<file path="config.mk">
export PLATFORM = sky130hd
export DESIGN_NAME = instr_encoder
export DESIGN_NICKNAME = d
export VERILOG_FILES = /design/src/rtl/isa_pkg.sv /design/src/rtl/instr_pack.sv /design/src/rtl/instr_encoder.sv
export SDC_FILE = /design/constraint.sdc
export NUM_CORES = 1
export LEC_CHECK = 0
export ABC_CLOCK_PERIOD_IN_PS = 3100
export BUFFER_PORTS_ARGS = -buffer_cell sky130_fd_sc_hd__buf_2
export CAP_MARGIN = 20
export CORE_ASPECT_RATIO = 2
export CORE_MARGIN = 2
export CORE_UTILIZATION = 51
export CTS_BUF_LIST = sky130_fd_sc_hd__clkbuf_4 sky130_fd_sc_hd__clkbuf_8 sky130_fd_sc_hd__clkbuf_16
export DETAILED_ROUTE_END_ITERATION = 8
export PLACE_DENSITY = 0.9
export SYNTH_ARGS = -nofsm -noshare
export SYNTH_HDL_FRONTEND = slang
export SYNTH_SLANG_ARGS = --single-unit
</file>
<file path="constraint.sdc">
create_clock -name Clk -period 3.1 [get_ports Clk]
set_input_delay 0.465 -clock Clk [delete_from_list [all_inputs] [get_ports Clk]]
set_output_delay 0.465 -clock Clk [all_outputs]
set_load 0.02 [all_outputs]
</file>
<file path="src/rtl/isa_pkg.sv">
// MIPS opcode map shared by the instruction encoder and the control decoder.
// Holds primary opcodes, the JR funct code and the encoder's op-id enum.
package isa_pkg;

    localparam logic [5:0] OP_RTYPE  = 6'b000000;
    localparam logic [5:0] OP_ADDI   = 6'b001000;
    localparam logic [5:0] OP_ANDI   = 6'b001100;
    localparam logic [5:0] OP_ORI    = 6'b001101;
    localparam logic [5:0] OP_XORI   = 6'b001110;
    localparam logic [5:0] OP_LW     = 6'b100011;
    localparam logic [5:0] OP_SW     = 6'b101011;
    localparam logic [5:0] OP_SB     = 6'b101000;
    localparam logic [5:0] OP_LB     = 6'b100000;
    localparam logic [5:0] OP_SH     = 6'b101001;
    localparam logic [5:0] OP_LH     = 6'b100001;
    localparam logic [5:0] OP_REGIMM = 6'b000001;
    localparam logic [5:0] OP_BEQ    = 6'b000100;
    localparam logic [5:0] OP_BNE    = 6'b000101;
    localparam logic [5:0] OP_BGTZ   = 6'b000111;
    localparam logic [5:0] OP_BLEZ   = 6'b000110;
    localparam logic [5:0] OP_J      = 6'b000010;
    localparam logic [5:0] OP_JAL    = 6'b000011;

    localparam logic [5:0] FUNCT_JR  = 6'b001000;

    localparam logic [4:0] RT_BGEZ   = 5'b00001;
    localparam logic [4:0] RT_BLTZ   = 5'b00000;

    typedef enum logic [4:0] {
        ID_RTYPE = 5'd0,
        ID_ADDI  = 5'd1,
        ID_ANDI  = 5'd2,
        ID_ORI   = 5'd3,
        ID_XORI  = 5'd4,
        ID_LW    = 5'd5,
        ID_SW    = 5'd6,
        ID_SB    = 5'd7,
        ID_LB    = 5'd8,
        ID_SH    = 5'd9,
        ID_LH    = 5'd10,
        ID_BGEZ  = 5'd11,
        ID_BLTZ  = 5'd12,
        ID_BEQ   = 5'd13,
        ID_BNE   = 5'd14,
        ID_BGTZ  = 5'd15,
        ID_BLEZ  = 5'd16,
        ID_J     = 5'd17,
        ID_JAL   = 5'd18,
        ID_JR    = 5'd19
    } op_id_e;

endpackage

</file>
<file path="src/rtl/instr_pack.sv">
// Combinational field packer: symbolic op id plus fields to a 32-bit MIPS word.
// legal drops low for op ids outside the encoder's map.
module instr_pack
    import isa_pkg::*;
(
    input  logic [4:0]  op,
    input  logic [4:0]  rs,
    input  logic [4:0]  rt,
    input  logic [4:0]  rd,
    input  logic [4:0]  shamt,
    input  logic [5:0]  funct,
    input  logic [15:0] imm,
    input  logic [25:0] target,
    output logic [31:0] word,
    output logic        legal
);

    always_comb begin
        word  = 32'h0;
        legal = 1'b1;
        case (op)
            ID_RTYPE: word = {OP_RTYPE, rs, rt, rd, shamt, funct};
            ID_ADDI:  word = {OP_ADDI, rs, rt, imm};
            ID_ANDI:  word = {OP_ANDI, rs, rt, imm};
            ID_ORI:   word = {OP_ORI, rs, rt, imm};
            ID_XORI:  word = {OP_XORI, rs, rt, imm};
            ID_LW:    word = {OP_LW, rs, rt, imm};
            ID_SW:    word = {OP_SW, rs, rt, imm};
            ID_SB:    word = {OP_SB, rs, rt, imm};
            ID_LB:    word = {OP_LB, rs, rt, imm};
            ID_SH:    word = {OP_SH, rs, rt, imm};
            ID_LH:    word = {OP_LH, rs, rt, imm};
            ID_BGEZ:  word = {OP_REGIMM, rs, RT_BGEZ, imm};
            ID_BLTZ:  word = {OP_REGIMM, rs, RT_BLTZ, imm};
            ID_BEQ:   word = {OP_BEQ, rs, rt, imm};
            ID_BNE:   word = {OP_BNE, rs, rt, imm};
            ID_BGTZ:  word = {OP_BGTZ, rs, 5'd0, imm};
            ID_BLEZ:  word = {OP_BLEZ, rs, 5'd0, imm};
            ID_J:     word = {OP_J, target};
            ID_JAL:   word = {OP_JAL, target};
            ID_JR:    word = {OP_RTYPE, rs, 15'd0, FUNCT_JR};
            default:  legal = 1'b0;
        endcase
    end

endmodule

</file>
<file path="src/rtl/instr_encoder.sv">
// Streaming instruction encoder: packs one symbolic instruction per handshake
// and writes it to instruction memory at an auto-incrementing address.
module instr_encoder
    import isa_pkg::*;
#(
    parameter int                ADDR_W       = 32,
    parameter logic [ADDR_W-1:0] BASE_DEFAULT = '0
) (
    input  logic              Clk,
    input  logic              Rst,
    input  logic              in_valid,
    output logic              in_ready,
    input  logic [4:0]        in_op,
    input  logic [4:0]        in_rs,
    input  logic [4:0]        in_rt,
    input  logic [4:0]        in_rd,
    input  logic [4:0]        in_shamt,
    input  logic [5:0]        in_funct,
    input  logic [15:0]       in_imm,
    input  logic [25:0]       in_target,
    input  logic              base_load,
    input  logic [ADDR_W-1:0] base_addr,
    output logic              out_valid,
    input  logic              out_ready,
    output logic [ADDR_W-1:0] out_addr,
    output logic [31:0]       out_data,
    output logic              err_pulse,
    output logic [15:0]       word_count
);

    logic [31:0] word;
    logic        legal;
    logic        accept;
    logic        complete;

    instr_pack u_pack (
        .op     (in_op),
        .rs     (in_rs),
        .rt     (in_rt),
        .rd     (in_rd),
        .shamt  (in_shamt),
        .funct  (in_funct),
        .imm    (in_imm),
        .target (in_target),
        .word   (word),
        .legal  (legal)
    );

    assign in_ready = !out_valid || out_ready;
    assign accept   = in_valid && in_ready;
    assign complete = out_valid && out_ready;

    always_ff @(posedge Clk) begin
        if (Rst) begin
            out_valid  <= 1'b0;
            out_data   <= 32'h0;
            out_addr   <= BASE_DEFAULT;
            err_pulse  <= 1'b0;
            word_count <= 16'h0;
        end else begin
            err_pulse <= accept && !legal;

            if (accept && legal) begin
                out_valid <= 1'b1;
                out_data  <= word;
            end else if (complete) begin
                out_valid <= 1'b0;
            end

            // out_addr always names the pending (or next) word's slot
            if (complete) begin
                out_addr <= out_addr + ADDR_W'(4);
                if (word_count != 16'hFFFF)
                    word_count <= word_count + 16'd1;
            end else if (base_load && !out_valid) begin
                out_addr   <= base_addr;
                word_count <= 16'h0;
            end
        end
    end

endmodule

</file>
* Word-level counts from Yosys, hierarchy flattened
Index checks and enable logic that the tools add are counted.
Cells by class: $add $sub $neg 2, equality and inequality tests 21, muxes and demuxes 9, reduce and logical (&&, ||, !) cells 13
Operators by type and width (count):
- $pmux 32 s20 | 1
- $mux 32 | 2
- $mux 16 | 3
- $eq 5x4->1 const B | 8
- $add 32x3->32 const B | 1
- $eq 5x3->1 const B | 4
- $eq 5x5->1 const B | 4
- $reduce_or 20->1 | 1
- $add 16x1->16 const B | 1
- $ne 16x16->1 const B | 1
- $eq 5x2->1 const B | 2
- $eq 5x1->1 const B | 1
- $logic_and 1x1->1 | 5
- $logic_not 5->1 | 1
- $reduce_bool 2->1 | 2
- $mux 1 | 3
- $logic_not 1->1 | 2
- $ne 2x1->1 const B | 1
- $reduce_and 2->1 | 1
- $logic_or 1x1->1 | 1
Storage, ports and cells: register bits 82, bits of input ports 110, output and inout bits 83, word-level logic and storage cells 50

* Depth between registers and ports, before layout
depth in word-level cells 5, depth in mapped cells 7, mapped depth without buffers 6

* Hierarchy
Synthesis repeated with hierarchy kept, for this count alone.
Unflattened totals: cells, all modules 593, area, all modules 4585.6 µm²
By module, submodules not included:
- instr_encoder | instances 1, cells each 482, area each 3828.7 µm², sequential area each 1641.6 µm²
- instr_pack | instances 1, cells each 111, area each 757.0 µm², sequential area each 0.0 µm²

* Least setup slack after synthesis
OpenSTA, ideal clock, no wires.
path kind register to register, from register out_addr[7], to register out_addr[22], setup time 0.074 ns, arrival 2.194 ns, data required time 3.026 ns, slack 0.832 ns, cell stages (with the launch flop) 8, buffers on the path 2, clock period less this slack 2.268 ns, path through dfxtp_1 buf_4 nand3_1 or4_4 buf_6 or3_4 or3_1 a31oi_1
On the way: longest elaborated chain between the ends 2
RTL lines:
- start, declared | line instr_encoder.sv:25 | output logic [ADDR_W-1:0] out_addr,
- start signal, assigned | line instr_encoder.sv:72 | out_addr <= out_addr + ADDR_W'(4);
- start signal, assigned | line instr_encoder.sv:76 | out_addr <= base_addr;
- $add 32x3->32 | line instr_encoder.sv:72
- $mux 32 | line instr_encoder.sv:71 | if (complete) begin
Every way passes these cells. A chain may end at the register's enable or synchronous reset.

* Final worst setup path
from register out_valid, to register out_addr[21]
On the way: longest elaborated chain between the ends 3, elaborated cells on any way between the ends 5, those cells by class 1 x mux; 4 x reduce/logical
RTL lines:
- start, declared | line instr_encoder.sv:23 | output logic out_valid,
- start signal, assigned | line instr_encoder.sv:55 | out_valid <= 1'b0;
- start signal, assigned | line instr_encoder.sv:64 | out_valid <= 1'b1;
- start signal, assigned | line instr_encoder.sv:67 | out_valid <= 1'b0;
- $logic_not 1->1 | line instr_encoder.sv:75 | end else if (base_load && !out_valid) begin
- $logic_and 1x1->1 | line instr_encoder.sv:75
- $reduce_bool 2->1 (no line)
Parallel ways exist; a longest one is shown, timed or not.

==> impl_metrics.env <==
export IMPL_status="finished, final reports clean"
export IMPL_synth_top_area_frac=0.376
export IMPL_grt_first_pass_wirelength_mm=22.1
export IMPL_layout_nets=820
export IMPL_synth_distinct_cells=56
export IMPL_yosys_area_top_type="dfxtp_1"
export IMPL_fillCellCount=689
export IMPL_synthTopCellsByArea="dfxtp_1 38%, nor2_1 5.3%, a21oi_1 4.6%"
export IMPL_multiInputGateArea_um2=2490
export IMPL_core_area_um2=8230
export IMPL_yosysWarnings=0
export IMPL_row_count=47
export IMPL_post_cts_setup_buffers=0
export IMPL_synthesis_area_um2=4320
export IMPL_cp_max_fo=15
export IMPL_avgSynthCellArea_um2=7.96
export IMPL_synthesis_nets=654
export IMPL_clkLatencyLatePin_ns=0.33
export IMPL_pwr_share_comb=0.176
export IMPL_relSlewSlack=0.361
export IMPL_ys_ff_latch=81
export IMPL_async_reset_ff_frac=0
export IMPL_p_leak_nw=2.46
export IMPL_seqPwrFrac=0.425
export IMPL_max_cap_violations=0
export IMPL_grt_max_degree=51
export IMPL_drc_errors=0
export IMPL_clockRootBuffer="clkbuf_16"
export IMPL_io_buffers=191
export IMPL_layout_area_seq_um2=1620
export IMPL_avgViaCountPerCell=6.44
export IMPL_cts_tree="done"
export IMPL_power_share_clock=0.399
export IMPL_ys_seq_area_frac=0.376
export IMPL_p_per_area_nw_per_um2=486
export IMPL_routed_wl_mm=14.3
export IMPL_cts_buffer_depth=2
export IMPL_ir_drop_mv=0.298
export IMPL_netlist_instances=542
export IMPL_skew_ns=0.00388
export IMPL_finalCritPeriodShare=0.734
export IMPL_period_needed_ns=2.28
export IMPL_cp_arrival_ns=2.47
export IMPL_gp_congestion=0.921
export IMPL_internal_power_mw=1.96
export IMPL_synth_edf_count=0
export IMPL_cts_buffers=9
export IMPL_grt_overflow_total=0
export IMPL_ant_nets=0
export IMPL_start_util=0.524
export IMPL_hold_buffers=0
export IMPL_tightest_slew_ns=0.958
export IMPL_ctsResizeCount=0
export IMPL_num_vias=5215
export IMPL_n_antenna_cell=0
export IMPL_clock_sinks=81
export IMPL_grt_use_total=0.289
export IMPL_h_tree_depth=3
export IMPL_finalSetupTns_ns=0
export IMPL_first_global_vias=4775
export IMPL_power_mw=2.72
export IMPL_fmax_ghz=0.440
export IMPL_clkTransAtPathRegs_ns=0.06
export IMPL_drive_gt1_frac=0.315
export IMPL_yosys_most_used_dff="dfxtp_1"
export IMPL_switching_share=0.279
export IMPL_p_switching_mw=0.759
export IMPL_dp_hpwl_mm=10.2
export IMPL_mostFrequentLayoutCells="191 x buf_2, 81 x dfxtp_1, 61 x nor2_1"
export IMPL_hold_viol_final=0
export IMPL_rsz0062_at_grt="false"
export IMPL_die_w_um=69.0
export IMPL_cp_data_required_time_ns=3.29
export IMPL_crit_type="reg2reg"
export IMPL_die_h_um=134
export IMPL_io_pins=193
export IMPL_mostFrequentLayoutCell="buf_2"
export IMPL_avgRoutedWirePerCell_um=17.6
export IMPL_initialDrtViolationCount=565
export IMPL_setup_viol=0
export IMPL_setup_worst_path_end_class="flip-flop"
export IMPL_drtPass1Iterations=6
export IMPL_finalMaxSlewViolations=0
export IMPL_grt_antenna_before_repair=0
export IMPL_syn2layout_area_growth_pct=29.6
export IMPL_die_area_um2=9260
export IMPL_hold_path_class="in2reg"
export IMPL_critPathLaunchType="flip-flop"
==> sequential cells by signal, indices dropped and copies added, names as in the netlist <==
register / flops
out_addr: 32
out_data: 31
word_count: 16
err_pulse: 1
out_valid: 1
==> kinds of logic (layout without fill, tap and decap cells) <==
| kind of cell | count (synthesis) | after routing | synth area share |
|---|---|---|---|
| multiplexers | 5 | 5 | 0.0125 |
| AO/OA/AOI/OAI | 161 | 161 | 0.258 |
| XOR/XNOR | 13 | 13 | 0.0264 |
| adder cells (fa/ha/maj) | 2 | 2 | 0.00580 |
| buffers and inverters | 50 | 220 | 0.0473 |
| AND/OR/NAND/NOR | 229 | 229 | 0.274 |
| flip-flops | 81 | 81 | 0.376 |
| other | 1 | 1 | 0.000869 |
==> synth_stat cells (3+ instances only) <==
cell type,count
a211oi_1,17
a21o_1,5
a21oi_1,40
a221oi_1,11
a222oi_1,16
a22oi_1,9
a311oi_1,5
a31oi_1,10
and2_1,6
and3_1,11
and4_1,7
buf_1,5
clkbuf_1,36
dfxtp_1,81
inv_1,5
mux2_2,3
nand2_1,44
nand2b_1,6
nand3_1,15
nand4_1,12
nor2_1,61
nor2b_1,7
nor3_1,26
nor3b_1,4
nor4_1,5
o211ai_1,5
o21ai_0,18
o22ai_1,10
o31ai_1,4
or3_1,7
or4_1,7
xnor2_1,5
xor2_1,8
==> power by group through the flow <==
| stage | Clock, mW | Sequential, mW | Combinational, mW |
|---|---|---|---|
| 6_report | 1.08 | 1.15 | 0.479 |
| 5_1_grt | 1.14 | 1.16 | 0.513 |
| 4_1_cts | 1.09 | 1.15 | 0.472 |
| 3_5_place_dp | 0 | 1.17 | 0.470 |
| 3_3_place_gp | 0 | 1.17 | 0.455 |
| 2_1_floorplan | 0 | 1.24 | 0.213 |
==> final cells by class <==
cell class	instances	share of cell area
Sequential cell	81	0.290
Clock inverter	3	0.00716
Multi-Input combinational cell	411	0.446
Inverter	5	0.00336
Tap cell	98	0.0219
Clock buffer	12	0.0465
Timing Repair Buffer	200	0.185
==> final timing paths <==
check / slack [ns] / to / cells past startpoint / from
max: 0.82 / out_addr[21]$_SDFFE_PP0P_ / 6 / out_valid$_SDFFE_PP0P_
min: 0.37 / err_pulse$_SDFF_PP0_ / 3 / in_valid
max reg2reg: 0.82 / out_addr[21]$_SDFFE_PP0P_ / 6 / out_valid$_SDFFE_PP0P_
min reg2reg: 0.45 / out_data[26]$_SDFFE_PP0P_ / 2 / out_data[26]$_SDFFE_PP0P_
==> layer usage <==
layer | up-vias | global-route usage | part of all wire
met5 | - | 0 | 0
met4 | 0 | 0.167 | 0.039
met3 | 67 | 0.0631 | 0.079
met2 | 316 | 0.517 | 0.53
met1 | 2439 | 0.308 | 0.35
li1 | 2393 | - | -
==> worst max-delay path, cell delays in order (launching register included) <==
cell	delay, ns
dfxtp_1	0.46
and2_1	0.17
buf_4	0.22
nand3_1	0.35
nor3_1	0.59
and4_1	0.29
a311oi_1	0.05
==> stage by stage <==
stage	instances	hold WS (ns)	setup slack [ns]	instance area, µm²	util
finish	810	0.367	0.825	5590	0.679
global placement	794	0.440	0.819	5280	0.642
global route	810	0.372	0.733	5590	0.679
floorplan	542	0.530	0.832	4320	-
CTS	809	0.359	0.837	5580	0.678
detailed placement	794	0.442	0.645	5280	0.642
(Power assumes the default switching activity.)
